===== src/rtl/mem_bus_pkg.sv =====
// Shared types and helpers for the valid/ready memory bus initiator and its
// lane alignment logic.
package mem_bus_pkg;

  typedef enum logic [1:0] {
    SIZE_B = 2'd0,
    SIZE_H = 2'd1,
    SIZE_W = 2'd2
  } size_e;

  typedef enum logic [1:0] {
    IDLE     = 2'd0,
    BUS_WAIT = 2'd1,
    RESP     = 2'd2
  } state_e;

  localparam logic [1:0] SIZE_ILLEGAL = 2'd3;

  function automatic logic [3:0] strobe_for(input logic [1:0] size,
                                            input logic [1:0] addr_lo);
    case (size)
      SIZE_B:  strobe_for = 4'b0001 << addr_lo;
      SIZE_H:  strobe_for = 4'b0011 << addr_lo;
      SIZE_W:  strobe_for = 4'b1111;
      default: strobe_for = 4'b0000;
    endcase
  endfunction

  // Only alignment is judged here; the reserved size code is rejected separately.
  function automatic logic misaligned(input logic [1:0] size,
                                      input logic [1:0] addr_lo);
    case (size)
      SIZE_H:  misaligned = addr_lo[0];
      SIZE_W:  misaligned = (addr_lo != 2'b00);
      default: misaligned = 1'b0;
    endcase
  endfunction

endpackage


===== src/rtl/mem_bus_initiator_lane_align.sv =====
// Combinational byte-lane logic: store replication/strobes and load
// extraction with sign or zero extension. Also used by the DMA initiator.
module mem_lane_align
  import mem_bus_pkg::*;
(
  input  logic [1:0]  size,
  input  logic [1:0]  addr_lo,
  input  logic        zero_ext,
  input  logic [31:0] store_data,
  input  logic [31:0] load_word,
  output logic [31:0] store_lanes,
  output logic [3:0]  store_strb,
  output logic [31:0] load_data
);

  logic [7:0]  load_byte;
  logic [15:0] load_half;

  always_comb begin
    store_lanes = store_data;
    store_strb  = strobe_for(size, addr_lo);
    load_byte   = load_word[{addr_lo, 3'b000} +: 8];
    load_half   = addr_lo[1] ? load_word[31:16] : load_word[15:0];
    load_data   = load_word;
    case (size)
      SIZE_B: begin
        store_lanes = {4{store_data[7:0]}};
        load_data   = zero_ext ? {24'd0, load_byte}
                               : {{24{load_byte[7]}}, load_byte};
      end
      SIZE_H: begin
        store_lanes = {2{store_data[15:0]}};
        load_data   = zero_ext ? {16'd0, load_half}
                               : {{16{load_half[15]}}, load_half};
      end
      default: ;
    endcase
  end

endmodule


===== src/rtl/mem_bus_initiator.sv =====
// Single-outstanding load/store initiator for the valid/ready memory bus,
// with request alignment checks and a bus-wait timeout.
module mem_bus_initiator
  import mem_bus_pkg::*;
#(
  parameter int TIMEOUT_CYCLES = 255,
  parameter int CNT_W          = 8
) (
  input  logic        clk,
  input  logic        reset_n,
  input  logic        req_valid,
  output logic        req_ready,
  input  logic        req_write,
  input  logic [1:0]  req_size,
  input  logic        req_unsigned,
  input  logic [31:0] req_addr,
  input  logic [31:0] req_wdata,
  output logic        resp_valid,
  output logic [31:0] resp_rdata,
  output logic        resp_err,
  output logic        mem_valid,
  input  logic        mem_ready,
  output logic [31:0] mem_addr,
  output logic [31:0] mem_wdata,
  output logic [3:0]  mem_wstrb,
  input  logic [31:0] mem_rdata
);

  localparam logic [CNT_W-1:0] CNT_LAST = CNT_W'(TIMEOUT_CYCLES - 1);

  state_e           state;
  logic [CNT_W-1:0] wait_cnt;
  logic [1:0]       size_q;
  logic [1:0]       addr_lo_q;
  logic             zero_ext_q;
  logic             write_q;
  logic             illegal;

  logic [1:0]  align_size;
  logic [1:0]  align_addr_lo;
  logic        align_zero_ext;
  logic [31:0] store_lanes;
  logic [3:0]  store_strb;
  logic [31:0] load_data;

  // In IDLE the aligner shapes the incoming store; afterwards it extracts
  // the load from the latched command, so one instance serves both.
  assign align_size     = (state == IDLE) ? req_size     : size_q;
  assign align_addr_lo  = (state == IDLE) ? req_addr[1:0] : addr_lo_q;
  assign align_zero_ext = (state == IDLE) ? req_unsigned : zero_ext_q;

  assign illegal   = (req_size == SIZE_ILLEGAL) || misaligned(req_size, req_addr[1:0]);
  assign req_ready = (state == IDLE) && reset_n;

  mem_lane_align u_align (
    .size        (align_size),
    .addr_lo     (align_addr_lo),
    .zero_ext    (align_zero_ext),
    .store_data  (req_wdata),
    .load_word   (mem_rdata),
    .store_lanes (store_lanes),
    .store_strb  (store_strb),
    .load_data   (load_data)
  );

  always_ff @(posedge clk or negedge reset_n) begin
    if (!reset_n) begin
      state      <= IDLE;
      wait_cnt   <= '0;
      size_q     <= 2'd0;
      addr_lo_q  <= 2'd0;
      zero_ext_q <= 1'b0;
      write_q    <= 1'b0;
      resp_valid <= 1'b0;
      resp_rdata <= 32'd0;
      resp_err   <= 1'b0;
      mem_valid  <= 1'b0;
      mem_addr   <= 32'd0;
      mem_wdata  <= 32'd0;
      mem_wstrb  <= 4'd0;
    end else begin
      case (state)
        IDLE: begin
          resp_valid <= 1'b0;
          if (req_valid) begin
            size_q     <= req_size;
            addr_lo_q  <= req_addr[1:0];
            zero_ext_q <= req_unsigned;
            write_q    <= req_write;
            if (illegal) begin
              state      <= RESP;
              resp_valid <= 1'b1;
              resp_err   <= 1'b1;
              resp_rdata <= 32'd0;
            end else begin
              state     <= BUS_WAIT;
              wait_cnt  <= '0;
              mem_valid <= 1'b1;
              mem_addr  <= {req_addr[31:2], 2'b00};
              mem_wdata <= req_write ? store_lanes : 32'd0;
              mem_wstrb <= req_write ? store_strb  : 4'd0;
            end
          end
        end
        BUS_WAIT: begin
          if (mem_ready) begin
            state      <= RESP;
            mem_valid  <= 1'b0;
            resp_valid <= 1'b1;
            resp_err   <= 1'b0;
            resp_rdata <= write_q ? 32'd0 : load_data;
          end else if ((TIMEOUT_CYCLES != 0) && (wait_cnt == CNT_LAST)) begin
            state      <= RESP;
            mem_valid  <= 1'b0;
            resp_valid <= 1'b1;
            resp_err   <= 1'b1;
            resp_rdata <= 32'd0;
          end else begin
            wait_cnt <= wait_cnt + CNT_W'(1);
          end
        end
        RESP: begin
          resp_valid <= 1'b0;
          state      <= IDLE;
        end
        default: state <= IDLE;
      endcase
    end
  end

endmodule


===== config.mk =====
export PLATFORM = sky130hd
export DESIGN_NAME = mem_bus_initiator
export DESIGN_NICKNAME = d
export VERILOG_FILES = /design/src/rtl/mem_bus_pkg.sv /design/src/rtl/mem_bus_initiator_lane_align.sv /design/src/rtl/mem_bus_initiator.sv
export SDC_FILE = /design/constraint.sdc
export NUM_CORES = 1
export LEC_CHECK = 0
export ABC_AREA = 1
export CAP_MARGIN = 20
export CORE_UTILIZATION = 51
export CTS_BUF_LIST = sky130_fd_sc_hd__clkbuf_4
export CTS_CLUSTER_SIZE = 28
export DETAILED_ROUTE_END_ITERATION = 8
export PLACE_DENSITY = 0.88
export REMOVE_ABC_BUFFERS = 1
export SYNTH_ARGS = -nofsm -noshare
export SYNTH_HDL_FRONTEND = slang
export SYNTH_SLANG_ARGS = --single-unit

===== constraint.sdc =====
create_clock -name clk -period 4.7 [get_ports clk]
set_input_delay 0.705 -clock clk [delete_from_list [all_inputs] [get_ports clk]]
set_output_delay 0.705 -clock clk [all_outputs]
set_load 0.005 [all_outputs]

Yosys cells after proc, flatten, opt, wreduce, memory -nomap -nowiden
Index checks and enable logic that the tools add are counted. Widths: inputs -> output; s select.

Word-level logic and storage cells: 88. Register bits after elaboration: 117. Input port bits: 104. Output and inout bits: 104.

Mux-type cells: 42. Bitwise operators: 1. Add/subtract/negate cells: 1. Shifts and indexed selects: 3. Equality and inequality tests: 14. Reduce and logical (&&, ||, !) cells: 14.

Operator list (number): $mux 32 (8); $pmux 32 s2 (3); $mux 8 (4); $shiftx 32x6->8 (1); $mux 16 (1); $pmux 8 s2 (1); $mux 1 (12); $mux 2 (6); $pmux 4 s3 (1); $ne 2x2->1 const B (5); $add 8x1->8 const B (1); $eq 2x2->1 const B (4); $eq 8x8->1 const B (1); $reduce_and 4->1 (2); $eq 2x1->1 const B (3); $pmux 1 s2 (3); $reduce_and 2->1 (3); $reduce_and 5->1 (1); $logic_not 2->1 (2); $mux 4 (1); $pmux 2 s2 (1); $reduce_bool 2->1 (2); $shl 1x2->4 const A (1); $shl 2x2->4 const A (1); 7 further kinds (7).

Logic depth before layout (Yosys ltp)
Gate-level depths: netlist (run 1).

Word-level depth: 8. Mapped depth: 14. Depth with buffers taken out: 13.

Cells and area by module
Synthesis (run 1) repeated with hierarchy kept, for this count alone.

Cell total of the unflattened synthesis: 941. Area, all modules: 6650.1 um2.

Modules (own cells, without submodules): mem_bus_initiator (area an instance 5302.6 um2, sequential area each 2927.8 um2, cells each 668, instances 1); mem_lane_align (area an instance 1347.5 um2, sequential area each 0.0 um2, cells each 273, instances 1).

Worst setup path after synthesis (run 1)
Ideal clock, no wire load.

Path type: input -> register. Start point: in req_size[0]. End point: reg wait_cnt[1]. Path buffers: 1. Library setup time: 0.082 ns. Stages: 11. Data arrival time: 1.950 ns. Path slack: 2.668 ns. Data required time: 4.618 ns. Path through: inv_1 -> ha_1 -> inv_1 -> nand3_1 -> nand2_1 -> nand2_1 -> nand2_1 -> nor2_1 -> buf_2 -> nand2_1 -> o22ai_1.

Word-level cells in the longest chain between the ends: 5. Elaborated cells on any way between the ends: 7. Classes of those cells: eq/ne (4); mux (1); reduce/logical (2).

Ends and longest elaborated chain: start: declaration (line mem_bus_initiator.sv:14) `input logic [1:0] req_size,`; $eq 2x2->1 or $eq 2x1->1 (tied branches) (line mem_bus_pkg.sv:32) `case (size)`; $pmux 1 s2 (line mem_bus_pkg.sv:32); $logic_or 1x1->1 (*) (line mem_bus_initiator.sv:52) `assign illegal = (req_size == SIZE_ILLEGAL) || misaligned(req_size, req_addr[1:0]);`; $ne 2x2->1 (no line) (*); $reduce_and 5->1 (no line) (*); end signal: assignment (line mem_bus_initiator.sv:119) `wait_cnt <= wait_cnt + CNT_W'(1);`; end: declaration (line mem_bus_initiator.sv:32) `logic [CNT_W-1:0] wait_cnt;`.

Every way passes the cells marked *; elsewhere a longest branch is shown, timed or not. A chain may end at the register's enable or synchronous reset.

Worst setup path in the final report (run 1)
Start point: reg state[1]. End point: reg resp_rdata[11].

Word-level cells in the longest chain between the ends: 8. Elaborated cells on any way between the ends: 20. Classes of those cells: eq/ne (5); shift (1); mux (10); reduce/logical (4).

Ends and longest elaborated chain: start: declaration (line mem_bus_initiator.sv:31) `state_e state;`; start signal: assignment (line mem_bus_initiator.sv:68) `state <= IDLE;`; start signal: assignment (line mem_bus_initiator.sv:91) `state <= RESP;`; start signal: assignment (line mem_bus_initiator.sv:96) `state <= BUS_WAIT;`; $logic_not 2->1; $mux 2 (line mem_bus_initiator.sv:49) `assign align_addr_lo = (state == IDLE) ? req_addr[1:0] : addr_lo_q;`; $shiftx 32x6->8 or $mux 16 (tied branches) (line mem_bus_initiator_lane_align.sv:22, mem_bus_initiator_lane_align.sv:23); $mux 32, on equally long branches (line mem_bus_initiator_lane_align.sv:28, mem_bus_initiator_lane_align.sv:33); $pmux 32 s2 (line mem_bus_initiator_lane_align.sv:25) `case (size)`; $mux 32 (line mem_bus_initiator.sv:111) `resp_rdata <= write_q ? 32'd0 : load_data;`; $mux 32 (line mem_bus_initiator.sv:106) `if (mem_ready) begin`; $pmux 32 s2 (line mem_bus_initiator.sv:82) `case (state)`; end signal: assignment (line mem_bus_initiator.sv:111); end: declaration (line mem_bus_initiator.sv:19) `output logic [31:0] resp_rdata,`.

Parallel ways exist; a longest one is shown, timed or not.

==> out/results.txt, run 1 <==
Max FO, Critical Path - 50
DR iter-0 viols - 337
dpl cell area - 0.00799 sq mm
Ports - 208
pre-CTS setup slack - 1.29 ns
final setup margin - 1.41 ns
placed cells - 1076
Clk Latency, worst-skew pair - 0.52 ns
worst path bufs/invs - 1
Adder-Cell Fraction of Synth Area - 1.69%
Seq/Total Area, Yosys - 49.3%
Arr. time, crit path - 3.76 ns
FF+latch count, synth - 117
main combinational cell family by area after synthesis - simple AND/OR/NAND/NOR gates
share of power burned in registers - 32.7%
Starting Density - 52.2%
Logic pwr share - 49.9%
leakage power - 3.99 nW
Setup CP Type - reg2reg
fin. max-slew vios - 0
r2r startpoint - state[1]
CTS Buf Count - 17
DIE HEIGHT - 110 um
gr ovfl total - 0
max_cap viols - 0
Top delay family on crit path - simple AND/OR/NAND/NOR gates
Tmin final - 3.29 ns
routed vias/inst - 5.21
status - finished clean
Die X - 110 um
Netlist cell types - 35
drc violations - 0
GRT Total Usage - 28.2%
Clk pwr share - 17.4%
Net Sw Frac - 40.7%
most frequent cell on the critical path - nand2_1
Reg2Reg Setup Slack - 1.41 ns
RD Place Congestion - 0.846
final non-filler cell total - 1108
startpoint types - register
compound-cell area share of the yosys netlist - 10.8%
capturing point of the worst reg2reg path - resp_rdata[11]
fraction of layout cells with a size suffix above 1 - 6.42%
hpwl dp - 11200 um
RSZ-0062 raised after global routing - no
# hold bufs at CTS - 0
Nets - 1064
Hold Crit Class - in2async
Largest stage delay, worst path - 0.58 ns
Wirelength per Cell - 14.6 um
Fin Setup TNS - 0 ns
Clock Pin Slew Worst Setup and Hold Paths - 0.11 ns
root buf cell - clkbuf_4
cell area after layout - 0.00831 sq mm
Mapped Area - 0.00594 sq mm
Die ar. - 0.0121 sq mm
synthesized area per cell - 7.82 sq um
vias in the first global route - 5471
Antenna Cells - 0
worst hold slack - 0.131 ns
Data required, critical path - 5.17 ns
CTS tree - yes
Design Power - 4.74 mW
period utilization - 70.0%
initial antenna violation count - 0
commonest non-fill, non-tap cell in the layout - nand2_1
Final ANT Viol Nets - 0
drt pass-1 iters - 7
setup violators final - 0
Slew headroom - 42.2%
clk_skew - 0.0165 ns
final hold vios - 0
fmax - 0.304 GHz
Cell Chain, Critical Path - inv_1 > ha_1 > nand2_1 > nand2_4 > nand3_1 > nor2_1 > nand2_1 > nand3_1 > nand2_1 > nand2_1
Psw - 1.93 mW
largest net degree at the start of global routing - 89
Warnings, synthesis - 0
Int Pwr - 2.81 mW
power per cell area - 571 mW/mm^2
total setup buffers inserted after CTS - 0
routed vias - 5778
Mapped Cells - 759
clock sinks - 117
H-tree levels - 4
Slew @ Worst Pin - 0.863 ns
Layout area overhead - 40.0%
crit end category - register
CTS resizes - 0
first-pass GRT wire length - 25900 um
Core ar. - 0.0114 sq mm
WL final - 16200 um
most frequent cells in the layout - nand2_1, clkdlybuf4s50_1, dfrtp_1
number of core rows - 39
Reg2Reg Depth - 10
mux cell area share after synthesis - 0%
Peak VDD IR - 0.435 mV
Slowest-stage cell, CP - nand3_1
IO buf count - 205
xor and xnor area share after synthesis - 0.295%
Max Root-Sink Buffers - 2
end-of-flow core utilization - 73.1%
Synth Area in Simple Gates - 30.2%
==> worst max path at each step <==
stage                            from        endpoint  slack (ns)  cells after the start
final                        state[1]  resp_rdata[11]        1.41                     10
after global routing         state[0]  resp_rdata[11]        1.15                     10
after CTS                    state[1]  resp_rdata[11]        1.46                     10
after detailed placement  req_size[1]  resp_rdata[11]        1.29                     10
after global placement    req_size[1]  resp_rdata[11]        1.42                     10
after floorplan           req_size[0]    mem_wstrb[0]        0.95                     10
==> power by group through the flow <==
| stage | Combinational [mW] | Clock [mW] | Sequential (mW) |
|---|---|---|---|
| after global placement | 2.30 | 0 | 1.55 |
| final | 2.37 | 0.825 | 1.55 |
| after global routing | 2.65 | 0.888 | 1.59 |
| after floorplan | 1.21 | 0 | 1.57 |
| after detailed placement | 2.35 | 0 | 1.56 |
| after CTS | 2.37 | 0.839 | 1.55 |
==> worst register-to-register path, stage by stage (launching register included) <==
cell	delay [ns]
dfrtp_1	0.42
inv_1	0.09
ha_1	0.52
nand2_1	0.18
nand2_4	0.48
nand3_1	0.59
nor2_1	0.58
nand2_1	0.11
nand3_1	0.11
nand2_1	0.06
nand2_1	0.09
==> layout make-up <==
| type | count | area (sq um) |
|---|---|---|
| inverter | 60 | 225 |
| timing repair buffer | 210 | 2090 |
| clock buffer | 19 | 143 |
| multi-input combinational | 546 | 2570 |
| tap | 143 | 179 |
| sequential | 117 | 2930 |
| clock inverter | 13 | 183 |
| fill | 897 | 3060 |
==> sequential cells by signal (all words and copies together) (netlist names) <==
register / cells
addr_lo_q: 2
zero_ext_q: 1
size_q: 2
mem_addr: 30
state: 2
wait_cnt: 8
resp_err: 1
resp_valid: 1
resp_rdata: 32
mem_wstrb: 4
mem_wdata: 32
mem_valid: 1
write_q: 1
==> synthesized netlist by cell type, drive strengths merged <==
cell type / number / area (sq um)
a21oi: 9 / 45.0
a31oi: 1 / 6.26
buf: 14 / 101
clkbuf: 23 / 126
clkinv: 1 / 3.75
conb: 1 / 3.75
dfrtp: 117 / 2930
ha: 8 / 100
inv: 59 / 221
nand2: 327 / 1300
nand3: 47 / 263
nand4: 6 / 58.8
nor2: 33 / 139
nor3: 2 / 10.0
o211ai: 8 / 60.1
o21ai: 74 / 370
o22ai: 9 / 56.3
o31ai: 14 / 105
or2: 4 / 25.0
xor2: 2 / 17.5
==> cell families after synthesis <==
group,count (synthesis)
simple gates,419
xor+xnor,2
other cells,1
compound gates,115
buf+inv,97
fa+ha+maj,8
flops,117
==> per-layer routing <==
metal,global-route usage [%],part of all wire [%],up-vias
li1,-,-,2814
met5,0,0,-
met4,10.4,2.1,0
met3,8.71,9.6,28
met1,36.2,42,2662
met2,44.8,46,274
No activity file was read; power rests on OpenSTA's default activity.
==> inputs of run 2 (changes only) <==
- CORE_UTILIZATION: 51 -> 42
- PLACE_DENSITY: 0.88 -> 0.77
- clock period: 4.7 -> 2.97 ns (I/O delays scaled with it)
==> run 2 against run 1 <==
  * Cell count is 4.1% higher
  * Non-clock buffer count is 9 higher
  * First-iteration DRC count up 39%
  * Sequential share of layout area fell by 0.30 points
  * Clock power is 42% higher
  * Count of clock-buffer cells in the layout decreased by 2
==> out/results.txt, run 2 (synthesized netlist as in run 1, its figures left out) <==
status - finished clean
grt met1 use - 30.9% (-5.3 points)
clk_skew - 0.0143 ns (-0.00220 ns)
Cell Chain, Critical Path - inv_1 > ha_1 > nand2_1 > inv_1 > clkdlybuf4s50_1
Top delay family on crit path - buffers and inverters
Layout area overhead - 41.2%
fmax - 0.384 GHz
Ports - 208 (unchanged)
H-tree levels - 4 (unchanged)
Net Sw Frac - 40.8% (+0.11 points)
met3 usage - 6.58% (-2.1 points)
Max FO, Critical Path - 10 (-80%)
WL final - 16400 um (+1.5%)
CTS resizes - 0 (unchanged)
Clock Pin Slew Worst Setup and Hold Paths - 0.11 ns (about the same)
Setup CP Type - reg2out
IO buf count - 205 (unchanged)
Psw - 3.04 mW (+57%)
Die X - 121 um (+10%)
max_cap viols - 0 (unchanged)
DIE HEIGHT - 121 um (+10%)
Hold Crit Class - in2async
Slowest-stage cell, CP - clkdlybuf4s50_1
drc violations - 0 (unchanged)
Nets - 1073 (+0.85%)
Int Pwr - 4.40 mW (+57%)
worst path bufs/invs - 3 (+2)
setup violators final - 0 (unchanged)
Max Root-Sink Buffers - 2 (unchanged)
Data required, critical path - 2.52 ns (-2.65 ns)
root buf cell - clkbuf_4
fin. max-slew vios - 0 (unchanged)
Fin Setup TNS - 0 ns (unchanged)
vias in the first global route - 5406 (-1.2%)
GRT busiest layer - met2
gr ovfl total - 0 (unchanged)
startpoint types - register
Logic pwr share - 51.4% (+1.5 points)
leakage power - 4.02 nW (+0.76%)
routed vias - 5656 (-2.1%)
routed vias/inst - 4.91 (-5.9%)
DR iter-0 viols - 470 (+39%)
Slew headroom - 44.6% (+2.4 points)
CTS tree - yes
most frequent cell on the critical path - inv_1
final hold vios - 0 (unchanged)
total setup buffers inserted after CTS - 0 (unchanged)
Die ar. - 0.0146 sq mm (+21%)
drt pass-1 iters - 5 (-2)
Arr. time, crit path - 2.16 ns (-1.60 ns)
RD Place Congestion - 0.852 (+0.70%)
power per cell area - 888 mW/mm^2 (+56%)
GRT Total Usage - 23.5% (-4.7 points)
Final ANT Viol Nets - 0 (unchanged)
# hold bufs at CTS - 0 (unchanged)
largest net degree at the start of global routing - 64 (-28%)
Starting Density - 42.9% (-9.3 points)
met2 GRT Util - 36.1% (-8.8 points)
Clk pwr share - 15.7% (-1.7 points)
Slew @ Worst Pin - 0.828 ns (-0.0356 ns)
Core ar. - 0.0138 sq mm (+22%)
clock sinks - 117 (unchanged)
RSZ-0062 raised after global routing - no
Tmin final - 2.60 ns
number of core rows - 43 (+10%)
commonest non-fill, non-tap cell in the layout - nand2_1
Antenna Cells - 0 (unchanged)
period utilization - 87.6%
cell area after layout - 0.00839 sq mm (+0.86%)
top flop regs - mem_wdata x32, resp_rdata x32, mem_addr x30
CTS Buf Count - 17 (unchanged)
crit end category - primary output
Wirelength per Cell - 14.2 um (-2.5%)
Worst Setup SP - state[1]
dpl cell area - 0.00812 sq mm (+1.6%)
Largest stage delay, worst path - 0.52 ns (-0.06 ns)
Clk Latency, worst-skew pair - 0.54 ns (+0.02 ns)
hpwl dp - 11600 um (+3.6%)
r2r startpoint - state[1]
most frequent cells in the layout - nand2_1, clkdlybuf4s50_1, dfrtp_1
end-of-flow core utilization - 60.6% (-12 points)
Peak VDD IR - 0.404 mV (-7.1%)
first-pass GRT wire length - 26600 um (+2.4%)
initial antenna violation count - 0 (unchanged)
share of power burned in registers - 32.9% (+0.2 points)
fraction of layout cells with a size suffix above 1 - 6.89% (+0.46 points)
==> run 2: cell types whose count changed in the layout (fill, tap and decap cells not counted), moves of 2 or more <==
| cell | previous run | this run |
|---|---|---|
| buf_4 | 6 | 14 |
| clkinv_2 | 2 | 6 |
| clkinv_1 | 2 | 5 |
| clkinv_4 | 3 | 0 |
| clkinvlp_4 | 3 | 1 |
| clkbuf_4 | 19 | 17 |
==> run 2: stage by stage <==
stage	hold WS (ns)	cells	power (mW)	worst slack, ns
final	0.0811	1153	7.44	0.368
after CTS	0.0854	1153	7.51	0.324
after floorplan	0.150	723	4.40	-0.537
after global placement	0.461	1122	6.24	0.330
after detailed placement	0.464	1122	6.31	0.193
after global routing	0.114	1153	8.07	0.210
==> run 2: cell type report <==
class / count / area (sq um)
Sequential cell: 117 / 2930
Clock inverter: 14 / 143
Timing Repair Buffer: 219 / 2170
Inverter: 60 / 225
Clock buffer: 17 / 128
Multi-Input combinational cell: 546 / 2570
Fill cell: 1245 / 5440
Tap cell: 180 / 225
==> run 2: worst paths after layout <==
path,slack [ns],end,cells after the start
max,0.37,req_ready,5
min,0.08,mem_wdata[4],2
max reg2reg,0.48,resp_rdata[19],13
min reg2reg,0.49,mem_wstrb[2],2
max in group asynchronous,2.33,wait_cnt[6],2
min in group clk,0.43,mem_addr[9],3
==> run 2: power by group through the flow <==
stage | combinational (mW) | clock, mW | sequential (mW)
after floorplan | 1.92 | 0 | 2.48
after global placement | 3.78 | 0 | 2.46
after detailed placement | 3.84 | 0 | 2.47
after CTS | 3.86 | 1.19 | 2.45
after global routing | 4.28 | 1.28 | 2.51
final | 3.82 | 1.17 | 2.45
==> run 2: metal layers <==
metal  share of wire [%]  vias up
met1                  43     2581
met2                  46      215
li1                    -     2827
met3                 8.1       33
met5                   0        -
met4                 2.6        0
==> inputs of run 3 (changes only) <==
- CORE_UTILIZATION: 42 -> 47
- PLACE_DENSITY: 0.77 -> 0.82
- clock period: 2.97 -> 2.76 ns (I/O delays scaled with it)
==> run 3 against run 2 <==
  * Sequential share of layout area shrank 0.22 points
  * Worst hold slack gained 0.28 ns
  * Power grew 9.3%
  * Via count grew 2.6%
  * Die area shrank 10%
  * Design area grew 0.63%
  * Cell count shrank 0.61%
  * Critical path depth is the same
  * Combinational power grew 10%
  * Largest power group unchanged
  * First-iteration DRC count grew 7.0%
  * Sequential cell count is the same
  * Worst setup slack lost 0.10 ns
==> out/results.txt, run 3 (synthesized netlist as in run 1, its figures left out) <==
Max FO, Critical Path - 10 (unchanged)
largest net degree at the start of global routing - 59 (-7.8%)
GRT Total Usage - 26.7% (+3.2 points)
hpwl dp - 11800 um (+1.5%)
Hold Crit Class - in2async
CTS tree - yes
Reg2Reg Depth - 13 (unchanged)
placed cells - 1114 (-0.71%)
routed vias - 5803 (+2.6%)
fill count - 1033 (-17%)
Clock Pin Slew Worst Setup and Hold Paths - 0.11 ns (about the same)
number of core rows - 40 (-7.0%)
clock sinks - 117 (unchanged)
Fin Setup TNS - 0 ns (unchanged)
dpl cell area - 0.00814 sq mm (+0.34%)
Ports - 208 (unchanged)
status - finished clean
Setup CP Type - reg2out
top flop regs - mem_wdata x32, resp_rdata x32, mem_addr x30
most frequent cells in the layout - nand2_1, clkdlybuf4s50_1, dfrtp_1
root buf cell - clkbuf_4
vias in the first global route - 5644 (+4.4%)
fraction of layout cells with a size suffix above 1 - 7.46% (+0.58 points)
Arr. time, crit path - 2.08 ns (-0.08 ns)
commonest non-fill, non-tap cell in the layout - nand2_1
final hold vios - 0 (unchanged)
gr ovfl total - 0 (unchanged)
Tmin final - 2.50 ns
Die ar. - 0.0131 sq mm (-10%)
Nets - 1078 (+0.47%)
fmax - 0.401 GHz
period utilization - 90.4%
multi-input logic area - 0.00257 sq mm (unchanged)
drc violations - 0 (unchanged)
Register Area - 0.00293 sq mm (unchanged)
routed vias/inst - 5.06 (+3.2%)
setup violators final - 0 (unchanged)
CTS Buf Count - 17 (unchanged)
Clk Latency, worst-skew pair - 0.51 ns (-0.03 ns)
startpoint types - register
drt pass-1 iters - 7 (+2)
Core ar. - 0.0122 sq mm (-12%)
capturing point of the worst reg2reg path - resp_rdata[25]
RD Place Congestion - 0.891 (+4.5%)
fin. max-slew vios - 0 (unchanged)
r2r startpoint - state[0]
DR iter-0 viols - 503 (+7.0%)
Layout area overhead - 42.1%
Slew @ Worst Pin - 0.715 ns (-0.113 ns)
final non-filler cell total - 1146 (-0.61%)
cell area after layout - 0.00844 sq mm (+0.63%)
power per cell area - 964 mW/mm^2 (+8.6%)
Data required, critical path - 2.35 ns (-0.17 ns)
max_cap viols - 0 (unchanged)
Wirelength per Cell - 14.3 um (+0.38%)
Antenna Cells - 0 (unchanged)
crit end category - primary output
Die X - 114 um (-5.4%)
Final ANT Viol Nets - 0 (unchanged)
H-tree levels - 4 (unchanged)
Max Root-Sink Buffers - 2 (unchanged)
Reg2Reg Setup Slack - 0.32 ns (-0.16 ns)
Peak VDD IR - 0.503 mV (+24%)
Starting Density - 48.8% (+5.9 points)
DIE HEIGHT - 114 um (-5.4%)
RSZ-0062 raised after global routing - no
initial antenna violation count - 0 (unchanged)
IO buf count - 205 (unchanged)
first-pass GRT wire length - 27200 um (+2.5%)
leakage power - 4.04 nW (+0.72%)
WL final - 16400 um (-0.23%)
clk_skew - 0.0203 ns (+0.00604 ns)
Slew headroom - 52.3% (+7.7 points)
==> run 3: worst max path at each step <==
stage,startpoint,end,slack (ns),cells after the start
2_1_floorplan,state[0],mem_wstrb[0],-0.75,8
3_3_place_gp,req_size[0],resp_rdata[7],0.37,11
3_5_place_dp,req_size[0],resp_rdata[7],0.24,11
4_1_cts,state[0],req_ready,0.20,5
5_1_grt,state[0],resp_rdata[12],0.06,11
6_report,state[0],req_ready,0.26,5
==> run 3: where the power goes <==
part	internal [mW]	switching, mW	leakage (nW)
registers	2.30	0.334	1.54
logic	1.90	2.31	2.36
clock network	0.643	0.643	0.150
total	4.84	3.29	4.04
==> run 3: worst max-delay path, stage by stage, from the launching register on <==
cell             delay, ns
dfrtp_1               0.42
inv_1                 0.09
ha_1                  0.38
nand2_1               0.09
inv_1                 0.06
clkdlybuf4s50_1       0.52
==> run 3: layer usage <==
metal  up-vias  GRT usage [%]  share of wire [%]
li1       2849              -                  -
met1      2672           33.9                 42
met2       248           43.6                 48
met3        34           6.93                7.9
met4         0           10.3                2.3
met5         -              0                  0
==> run 3: metrics by stage <==
step	setup WS, ns	utilization, %	hold WS, ns	total power, mW
after floorplan	-0.747	-	0.118	4.73
after global placement	0.375	67.0	0.364	6.77
after detailed placement	0.241	67.0	0.365	6.86
after CTS	0.199	69.4	0.320	8.19
after global routing	0.0562	69.4	0.336	8.83
final	0.264	69.4	0.363	8.13
==> run 3: final cells by class <==
type                       instances  share of cell area, %
sequential                       117                   34.7
tap                              168                   2.49
timing repair buffer             224                   26.3
clock buffer                      20                   1.78
clock inverter                    11                   1.60
inverter                          60                   2.67
multi-input combinational        546                   30.5
==> run 3: timing repair <==
item	4_1_cts	5_1_grt
buffers inserted	0	0
hold buffers	1	0
endpoints found under the hold margin	27	0
gates resized for setup	0	0
